## src/rtl/data_mem_arbiter_pkg.sv

```systemverilog
// Shared types and constants for the data memory arbiter.
package data_mem_arbiter_pkg;

   localparam int unsigned DefAddrW = 7;
   localparam int unsigned DefDataW = 32;

   // Sequencer states: arbitrate, drive memory command, acknowledge.
   typedef enum logic [1:0] {
      StIdle   = 2'd0,
      StAccess = 2'd1,
      StDone   = 2'd2
   } state_e;

   // Port identifiers, also the encoding of the round-robin pointer.
   localparam logic PortCpu = 1'b0;
   localparam logic PortDbg = 1'b1;

endpackage

```

## src/rtl/data_mem_arbiter_rr_arb2.sv

```systemverilog
// Combinational two-requester round-robin picker.
module data_mem_arbiter_rr_arb2
   import data_mem_arbiter_pkg::*;
(
   input  logic req_cpu,
   input  logic req_dbg,
   input  logic last,
   output logic grant,
   output logic valid
);

   // On a tie the port not named by last wins; otherwise the lone requester.
   always_comb begin
      valid = req_cpu | req_dbg;
      grant = PortCpu;
      if (req_cpu && req_dbg) begin
         grant = (last == PortCpu) ? PortDbg : PortCpu;
      end else if (req_dbg) begin
         grant = PortDbg;
      end
   end

endmodule

```

## src/rtl/data_mem_arbiter.sv

```systemverilog
// Data memory sequencer: arbitrates Cpu/Dbg ports, issues one memory command
// per grant, registers read data and pulses a one-cycle acknowledge.
module data_mem_arbiter
   import data_mem_arbiter_pkg::*;
#(
   parameter int unsigned ADDR_W = DefAddrW,
   parameter int unsigned DATA_W = DefDataW
) (
   input  logic              clk,
   input  logic              rst_n,
   // Pipeline MEM-stage port
   input  logic              cpu_req,
   input  logic              cpu_we,
   input  logic [ADDR_W-1:0] cpu_addr,
   input  logic [DATA_W-1:0] cpu_wdata,
   output logic [DATA_W-1:0] cpu_rdata,
   output logic              cpu_ack,
   output logic              cpu_stall,
   // Debug/loader port
   input  logic              dbg_req,
   input  logic              dbg_we,
   input  logic [ADDR_W-1:0] dbg_addr,
   input  logic [DATA_W-1:0] dbg_wdata,
   output logic [DATA_W-1:0] dbg_rdata,
   output logic              dbg_ack,
   // Memory side
   output logic [ADDR_W-1:0] mem_address,
   output logic [DATA_W-1:0] mem_write_data,
   output logic              mem_read,
   output logic              mem_write,
   input  logic [DATA_W-1:0] mem_read_data
);

   state_e state_q, state_d;
   logic   last_q;
   logic   grant_q;
   logic   arb_grant;
   logic   arb_valid;
   logic   grant_edge;

   data_mem_arbiter_rr_arb2 u_rr_arb2 (
      .req_cpu (cpu_req),
      .req_dbg (dbg_req),
      .last    (last_q),
      .grant   (arb_grant),
      .valid   (arb_valid)
   );

   // Arbitration only counts while idle.
   assign grant_edge = (state_q == StIdle) && arb_valid;

   // Next-state logic: IDLE -> ACCESS on any request, then DONE, then IDLE.
   always_comb begin
      state_d = state_q;
      unique case (state_q)
         StIdle:   if (arb_valid) state_d = StAccess;
         StAccess: state_d = StDone;
         StDone:   state_d = StIdle;
         default:  state_d = StIdle;
      endcase
   end

   // State register; reset abandons any in-flight access.
   always_ff @(posedge clk or negedge rst_n) begin
      if (!rst_n) begin
         state_q <= StIdle;
      end else begin
         state_q <= state_d;
      end
   end

   // Round-robin pointer and the port being served, both latched at grant.
   always_ff @(posedge clk or negedge rst_n) begin
      if (!rst_n) begin
         last_q  <= PortDbg;
         grant_q <= PortCpu;
      end else if (grant_edge) begin
         last_q  <= arb_grant;
         grant_q <= arb_grant;
      end
   end

   // Memory command registers: load at grant, strobe lives for ACCESS only.
   always_ff @(posedge clk or negedge rst_n) begin
      if (!rst_n) begin
         mem_address    <= '0;
         mem_write_data <= '0;
         mem_read       <= 1'b0;
         mem_write      <= 1'b0;
      end else if (grant_edge) begin
         if (arb_grant == PortDbg) begin
            mem_address    <= dbg_addr;
            mem_write_data <= dbg_wdata;
            mem_read       <= ~dbg_we;
            mem_write      <= dbg_we;
         end else begin
            mem_address    <= cpu_addr;
            mem_write_data <= cpu_wdata;
            mem_read       <= ~cpu_we;
            mem_write      <= cpu_we;
         end
      end else if (state_q == StAccess) begin
         mem_read  <= 1'b0;
         mem_write <= 1'b0;
      end
   end

   // Read data capture into the served port only, at the end of ACCESS.
   always_ff @(posedge clk or negedge rst_n) begin
      if (!rst_n) begin
         cpu_rdata <= '0;
         dbg_rdata <= '0;
      end else if ((state_q == StAccess) && mem_read) begin
         if (grant_q == PortDbg) begin
            dbg_rdata <= mem_read_data;
         end else begin
            cpu_rdata <= mem_read_data;
         end
      end
   end

   // Acks decode from DONE so they are one cycle wide and mutually exclusive.
   always_comb begin
      cpu_ack   = (state_q == StDone) && (grant_q == PortCpu);
      dbg_ack   = (state_q == StDone) && (grant_q == PortDbg);
      cpu_stall = cpu_req & ~cpu_ack;
   end

endmodule

```

## config.mk

```make
export PLATFORM = sky130hd
export DESIGN_NAME = data_mem_arbiter
export DESIGN_NICKNAME = d
export VERILOG_FILES = /design/src/rtl/data_mem_arbiter_pkg.sv /design/src/rtl/data_mem_arbiter_rr_arb2.sv /design/src/rtl/data_mem_arbiter.sv
export SDC_FILE = /design/constraint.sdc
export NUM_CORES = 1
export LEC_CHECK = 0
export ABC_AREA = 1
export CORE_MARGIN = 2
export CORE_UTILIZATION = 35
export CTS_CLUSTER_DIAMETER = 40
export DETAILED_ROUTE_END_ITERATION = 8
export DONT_BUFFER_PORTS = 1
export PLACE_DENSITY = 0.55
export SLEW_MARGIN = 5
export SYNTH_ARGS = -nofsm -noshare
export SYNTH_HDL_FRONTEND = slang
export SYNTH_HIERARCHICAL = 1
export SYNTH_SLANG_ARGS = --single-unit
```

## constraint.sdc

```tcl
create_clock -name clk -period 1.3 [get_ports clk]
set_input_delay 0.13 -clock clk [delete_from_list [all_inputs] [get_ports clk]]
set_output_delay 0.13 -clock clk [all_outputs]
set_load 0.005 [all_outputs]
```

==> results of run 1 <==
-- stage by stage --
stage	area, sq um	worst slack [ps]
4_1_cts	6576	-0.1793
3_5_place_dp	5110	37.02
5_1_grt	6835	-36.37
3_3_place_gp	5110	79.18
2_1_floorplan	4837	101.3
6_report	6835	16.31
-- state kept, by name, indices dropped and copies added (netlist names) --
signal / count
dbg_rdata: 32
last_q: 1
mem_write: 1
mem_address: 7
state_q: 2
cpu_rdata: 32
mem_write_data: 32
mem_read: 1
grant_q: 1
-- cells in the mapped netlist --
| cell | number | area share |
|---|---|---|
| a21oi_1 | 1 | 0.0010 |
| buf_1 | 4 | 0.0031 |
| buf_2 | 22 | 0.023 |
| buf_4 | 6 | 0.0093 |
| clkbuf_1 | 12 | 0.0093 |
| clkinv_1 | 1 | 0.00078 |
| dfrtp_1 | 108 | 0.56 |
| dfstp_2 | 1 | 0.0054 |
| inv_1 | 2 | 0.0016 |
| inv_2 | 4 | 0.0031 |
| nand2_1 | 372 | 0.29 |
| nand3_2 | 1 | 0.0021 |
| nand4_1 | 66 | 0.085 |
| nor2_1 | 3 | 0.0023 |
| o21ai_0 | 5 | 0.0052 |
| or2_1 | 1 | 0.0013 |
-- power groups by stage --
stage / sequential, mW / clock [mW] / combinational [mW]
CTS: 6.62 / 3.09 / 4.91
global placement: 6.67 / 0 / 4.24
floorplan: 6.14 / 0 / 3.27
detailed placement: 6.66 / 0 / 4.40
finish: 6.61 / 2.99 / 5.71
global route: 6.79 / 3.21 / 6.36
-- cell type report --
type                            instances  area share
Clock buffer                           12     0.03753
Clock inverter                          4     0.01025
Inverter                                7    0.005308
Multi-Input combinational cell        449      0.2808
Sequential cell                       109      0.3996
Tap cell                              176     0.03222
Timing Repair Buffer                  142      0.2343
-- worst min path at each step --
stage	from	to	slack (ps)
2_1_floorplan	rst_n	cpu_rdata[0]	-170
3_3_place_gp	rst_n	cpu_rdata[8]	-160
3_5_place_dp	rst_n	cpu_rdata[8]	-160
4_1_cts	rst_n	cpu_rdata[8]	-540
5_1_grt	rst_n	mem_write_data[21]	-550
6_report	rst_n	cpu_rdata[7]	-520
-- kinds of logic (layout without fill, tap and decap cells) --
family                 count (synthesis)  count (layout)  synth area share
buffers and inverters                 51             165           0.04992
flip-flops                           109             109            0.5641
AND/OR/NAND/NOR                      443             443            0.3797
AO/OA/AOI/OAI                          6               6          0.006206
-- routing by layer --
| metal | GRT usage | routed length [microns] | vias to the layer above |
|---|---|---|---|
| met3 | 0.05524 | 1532 | 32 |
| met1 | 0.2372 | 6267 | 2177 |
| li1 | - | - | 2157 |
| met2 | 0.3438 | 7822 | 273 |
| met5 | 0 | 0 | - |
| met4 | 0.07974 | 378 | 0 |
-- worst max-delay path, delay by kind of cell (launching register included) --
kind / cells / cell delay [ps]
AND/OR/NAND/NOR: 1 / 80
buffers and inverters: 3 / 280
flip-flops: 1 / 440
-- what timing repair did --
item | 4_1_cts | 5_1_grt
hold endpoints to repair | 213 | 109
buffers inserted | 5 | 6
endpoints found under the setup margin | 3 | 102
gates resized for setup | 14 | 8
pin swaps | 2 | 2
gates cloned | 0 | 7
==> impl_metrics.env, run 1 <==
export IMPL_rsz0062_at_grt="true"
export IMPL_routed_wl_mm=16.00
export IMPL_syn_to_final_growth_pct=41.31
export IMPL_ios=224
export IMPL_cap_viol_max_count=0
export IMPL_clkTransAtPathRegs_ps=70
export IMPL_max_freq_mhz=779.0
export IMPL_core_area_sq_um=13350
export IMPL_drt_vias_per_instance=5.160
export IMPL_vdd_drop_max_mv=0.7915
export IMPL_grt_first_pass_wirelength_mm=23.04
export IMPL_final_util=0.5121
export IMPL_violations="hold timing"
export IMPL_cp_cell_sequence="inv_4 -> buf_8 -> nor2_4 -> buf_6"
export IMPL_worst_setup_path_type="reg -> out"
export IMPL_mostFrequentLayoutCells="nand2_1 (371), dfrtp_1 (106), dlygate4sd3_1 (106), nand4_1 (66), clkbuf_16 (16)"
export IMPL_synth_seq_area_share=0.5641
export IMPL_grt_pass1_vias=4551
export IMPL_firstDrtPassIters=5
export IMPL_power_mw=15.31
export IMPL_initial_utilization=0.3624
export IMPL_p_seq_frac=0.432
export IMPL_rr_endpoint="dbg_rdata[31]"
export IMPL_slew_viol_final=0
export IMPL_mostFrequentLayoutCell="nand2_1"
export IMPL_htreeDepth=3
export IMPL_clk_latency_ps=340
export IMPL_power_frac_comb=0.373
export IMPL_grt_max_degree=110
export IMPL_switching_share=0.3906
export IMPL_period_share=0.9875
export IMPL_regArea_sq_um=2731
export IMPL_p_int_mw=9.329
export IMPL_antenna_cells=0
export IMPL_cts_made_buffers=9
export IMPL_rr_worst_depth=7
export IMPL_syn_inst=609
export IMPL_p_leak_nw=3.495
export IMPL_ff2ff_setup_slack_ps=40
export IMPL_dr_total_vias=4639
export IMPL_dp_cells=759
export IMPL_overflow=0
export IMPL_slew_limit_headroom=0.8277
export IMPL_tns_ps=0
export IMPL_syn_area_sq_um=4837
export IMPL_wl_per_cell_microns=17.80
export IMPL_fin_hold_ws_ps=-523.0
export IMPL_finalSetupViolations=0
export IMPL_yosysWarnings=6
export IMPL_cp_slowest_stage_delay_ps=440
export IMPL_arrival_ps=1150
export IMPL_reg2reg_from="state_q[1]"
export IMPL_dp_hpwl_mm=8.748
export IMPL_drcViolationCount=0
export IMPL_cts_root_buf="clkbuf_16"
export IMPL_n_fill_cell=1175
export IMPL_clkPwrFrac=0.196
export IMPL_status="complete, but fails checks"
export IMPL_io_buffers=0
export IMPL_multi_input_area_sq_um=1919
export IMPL_final_hold_viol_count=109
export IMPL_cp_end_kind="primary output"
export IMPL_fin_crit_ps=1284
export IMPL_tightest_slew_ps=258.4
export IMPL_clkSinkCount=109
export IMPL_yosys_register_bits=109
export IMPL_syn_nets=725
export IMPL_startpoint="grant_q"
export IMPL_grt_usage=0.1999
export IMPL_clockBufferDepth=2
export IMPL_hp_class="in -> async"
export IMPL_netSwitchingPower_mw=5.981
export IMPL_die_x_microns=121.6
export IMPL_num_rows=42
export IMPL_critPathCapture="dbg_ack"
export IMPL_ctsHoldBuffers=106
export IMPL_skew_ps=4.332
export IMPL_crit_path_max_fanout=4
export IMPL_instances_no_fill=899
export IMPL_gp_congestion=0.8205
export IMPL_avgSynthCellArea_sq_um=7.943
export IMPL_grt_antenna_before_repair=0
export IMPL_slowest_stage="dfrtp_2"
export IMPL_cp_start_kind="flip-flop"
export IMPL_ys_types=16
export IMPL_drtIter0Drc=313
export IMPL_drive_above_1_share=0.09267
export IMPL_cts_tree="done"
export IMPL_dieArea_sq_um=14780
export IMPL_die_h_microns=121.6
export IMPL_finalNetCount=834
export IMPL_ant_nets=0
export IMPL_power_density_nw_per_um2=2240
export IMPL_cp_required_ps=1170
(Power assumes the default switching activity.)
==> inputs of run 2 (changes only) <==
TNS_END_PERCENT = 20   (was unset)
==> run 2 against run 1 <==
Against the previous run:
- the run still ends with hold timing left
- total power down 0.89%
- die area unchanged
- clock power about the same
- sequential power about the same
- via count down 0.37%
- combinational power down 2%
- fmax up 0.49%
- routed wire length down 1.3%
- final cell count down 0.33%
- clock skew about the same
- global-route usage unchanged
- largest power group unchanged
==> impl_metrics.env, run 2 (synthesis gave the netlist of run 1 again) <==
export IMPL_status="complete, but fails checks"
export IMPL_violations="hold timing"
export IMPL_gp_congestion=0.8205
export IMPL_fin_ws_ps=22.60
export IMPL_antenna_cells=0
export IMPL_slowest_stage="dfrtp_2"
export IMPL_num_rows=42
export IMPL_cap_viol_max_count=0
export IMPL_firstDrtPassIters=7
export IMPL_grt_pass1_vias=4551
export IMPL_htreeDepth=3
export IMPL_multi_input_area_sq_um=1919
export IMPL_ant_nets=0
export IMPL_period_share=0.9826
export IMPL_dpl_cell_area_sq_um=5110
export IMPL_wl_per_cell_microns=17.63
export IMPL_cp_slowest_stage_delay_ps=430
export IMPL_n_fill_cell=1175
export IMPL_clk_latency_ps=350
export IMPL_grt_antenna_before_repair=0
export IMPL_slew_limit_headroom=0.8285
export IMPL_initial_utilization=0.3624
export IMPL_final_hold_viol_count=109
export IMPL_tns_ps=0
export IMPL_rsz0062_at_grt="true"
export IMPL_final_area_sq_um=6795
export IMPL_vdd_drop_max_mv=0.7944
export IMPL_worst_setup_path_type="reg -> out"
export IMPL_drt_vias_per_instance=5.158
export IMPL_power_mw=15.17
export IMPL_cts_made_buffers=9
export IMPL_ctsHoldBuffers=106
export IMPL_clockBufferDepth=2
export IMPL_drive_above_1_share=0.08889
export IMPL_drtIter0Drc=325
export IMPL_grt_first_pass_wirelength_mm=23.04
export IMPL_mostFrequentLayoutCells="nand2_1 (371), dfrtp_1 (106), dlygate4sd3_1 (106), nand4_1 (66), clkbuf_16 (15)"
export IMPL_die_x_microns=121.6
export IMPL_io_buffers=0
export IMPL_max_freq_mhz=782.8
export IMPL_die_h_microns=121.6
export IMPL_hp_class="in -> async"
export IMPL_grt_usage=0.1999
export IMPL_cts_root_buf="clkbuf_16"
export IMPL_cp_start_kind="flip-flop"
export IMPL_mostFrequentLayoutCell="nand2_1"
export IMPL_overflow=0
export IMPL_dr_total_vias=4622
export IMPL_routed_wl_mm=15.80
export IMPL_tightest_slew_ps=257.2
export IMPL_crit_path_max_fanout=4
export IMPL_grt_max_degree=110
export IMPL_clkSinkCount=109
export IMPL_ios=224
export IMPL_finalSetupViolations=0
export IMPL_finalNetCount=831
export IMPL_cp_cell_sequence="inv_4 -> buf_8 -> nor2_4 -> buf_6"
export IMPL_skew_ps=3.936
export IMPL_syn_to_final_growth_pct=40.48
export IMPL_fin_crit_ps=1277
export IMPL_p_leak_nw=3.472
export IMPL_pre_cts_ws_ps=37.02
export IMPL_dieArea_sq_um=14780
export IMPL_drcViolationCount=0
export IMPL_arrival_ps=1150
export IMPL_fin_hold_ws_ps=-522.8
export IMPL_cts_tree="done"
export IMPL_slew_viol_final=0
export IMPL_regArea_sq_um=2731
export IMPL_cp_end_kind="primary output"
export IMPL_core_area_sq_um=13350
export IMPL_power_density_nw_per_um2=2233
export IMPL_clkTransAtPathRegs_ps=70
export IMPL_dp_hpwl_mm=8.748
export IMPL_cp_required_ps=1170
export IMPL_reg_top3="cpu_rdata (32), dbg_rdata (32), mem_write_data (32)"
==> run 2: cell count changes in the layout (fill, tap and decap cells not counted) <==
cell	before	now
buf_4	14	12
clkbuf_16	16	15
==> run 2: power breakdown <==
group	switching, mW	internal (mW)	leakage [nW]
registers	1.50	5.11	1.32
clock network	1.20	1.79	0.163
logic	3.23	2.34	1.99
==> run 2: layout make-up <==
type / instances / share of cell area
clock buffer: 12 / 0.03775
multi-input combinational: 449 / 0.2825
inverter: 7 / 0.005340
clock inverter: 4 / 0.01031
sequential: 109 / 0.4020
timing repair buffer: 139 / 0.2298
tap: 176 / 0.03241
==> run 2: layer usage <==
layer / track usage / vias to the layer above / wire length (microns)
li1: - / 2150 / -
met1: 0.2372 / 2155 / 6037
met2: 0.3438 / 284 / 7768
met3: 0.05524 / 33 / 1604
met4: 0.07974 / 0 / 387
met5: 0 / - / 0
==> run 2: repair_timing <==
item	4_1_cts	5_1_grt
pin swaps	1	4
hold endpoints to repair	213	109
setup buffers	5	4
setup endpoints to repair	3	102
resized for setup	14	8
gates cloned	0	6
==> run 2: path summary, 6_finish.rpt <==
path / cells after the start / endpoint / from / slack [ps]
setup / recovery: 4 / dbg_ack / grant_q / 20
hold / removal: 0 / cpu_rdata[7] / rst_n / -520
setup reg to reg: 7 / dbg_rdata[31] / state_q[1] / 40
hold reg to reg: 2 / cpu_rdata[11] / cpu_rdata[11] / 500
max in group asynchronous: 0 / last_q / rst_n / 1620
min in group clk: 4 / mem_write_data[24] / dbg_wdata[24] / 0
==> run 2: metrics by stage <==
step,utilization,std cells
5_1_grt,0.5091,896
3_5_place_dp,0.3828,759
2_1_floorplan,-,609
4_1_cts,0.4927,886
6_report,0.5091,896
3_3_place_gp,0.3828,759
==> run 2: critical path: cells and delay by family, from the launching register on <==
family,cells,cell delay (ps)
buffers and inverters,3,280
and+or+nand+nor,1,80
DFF,1,430
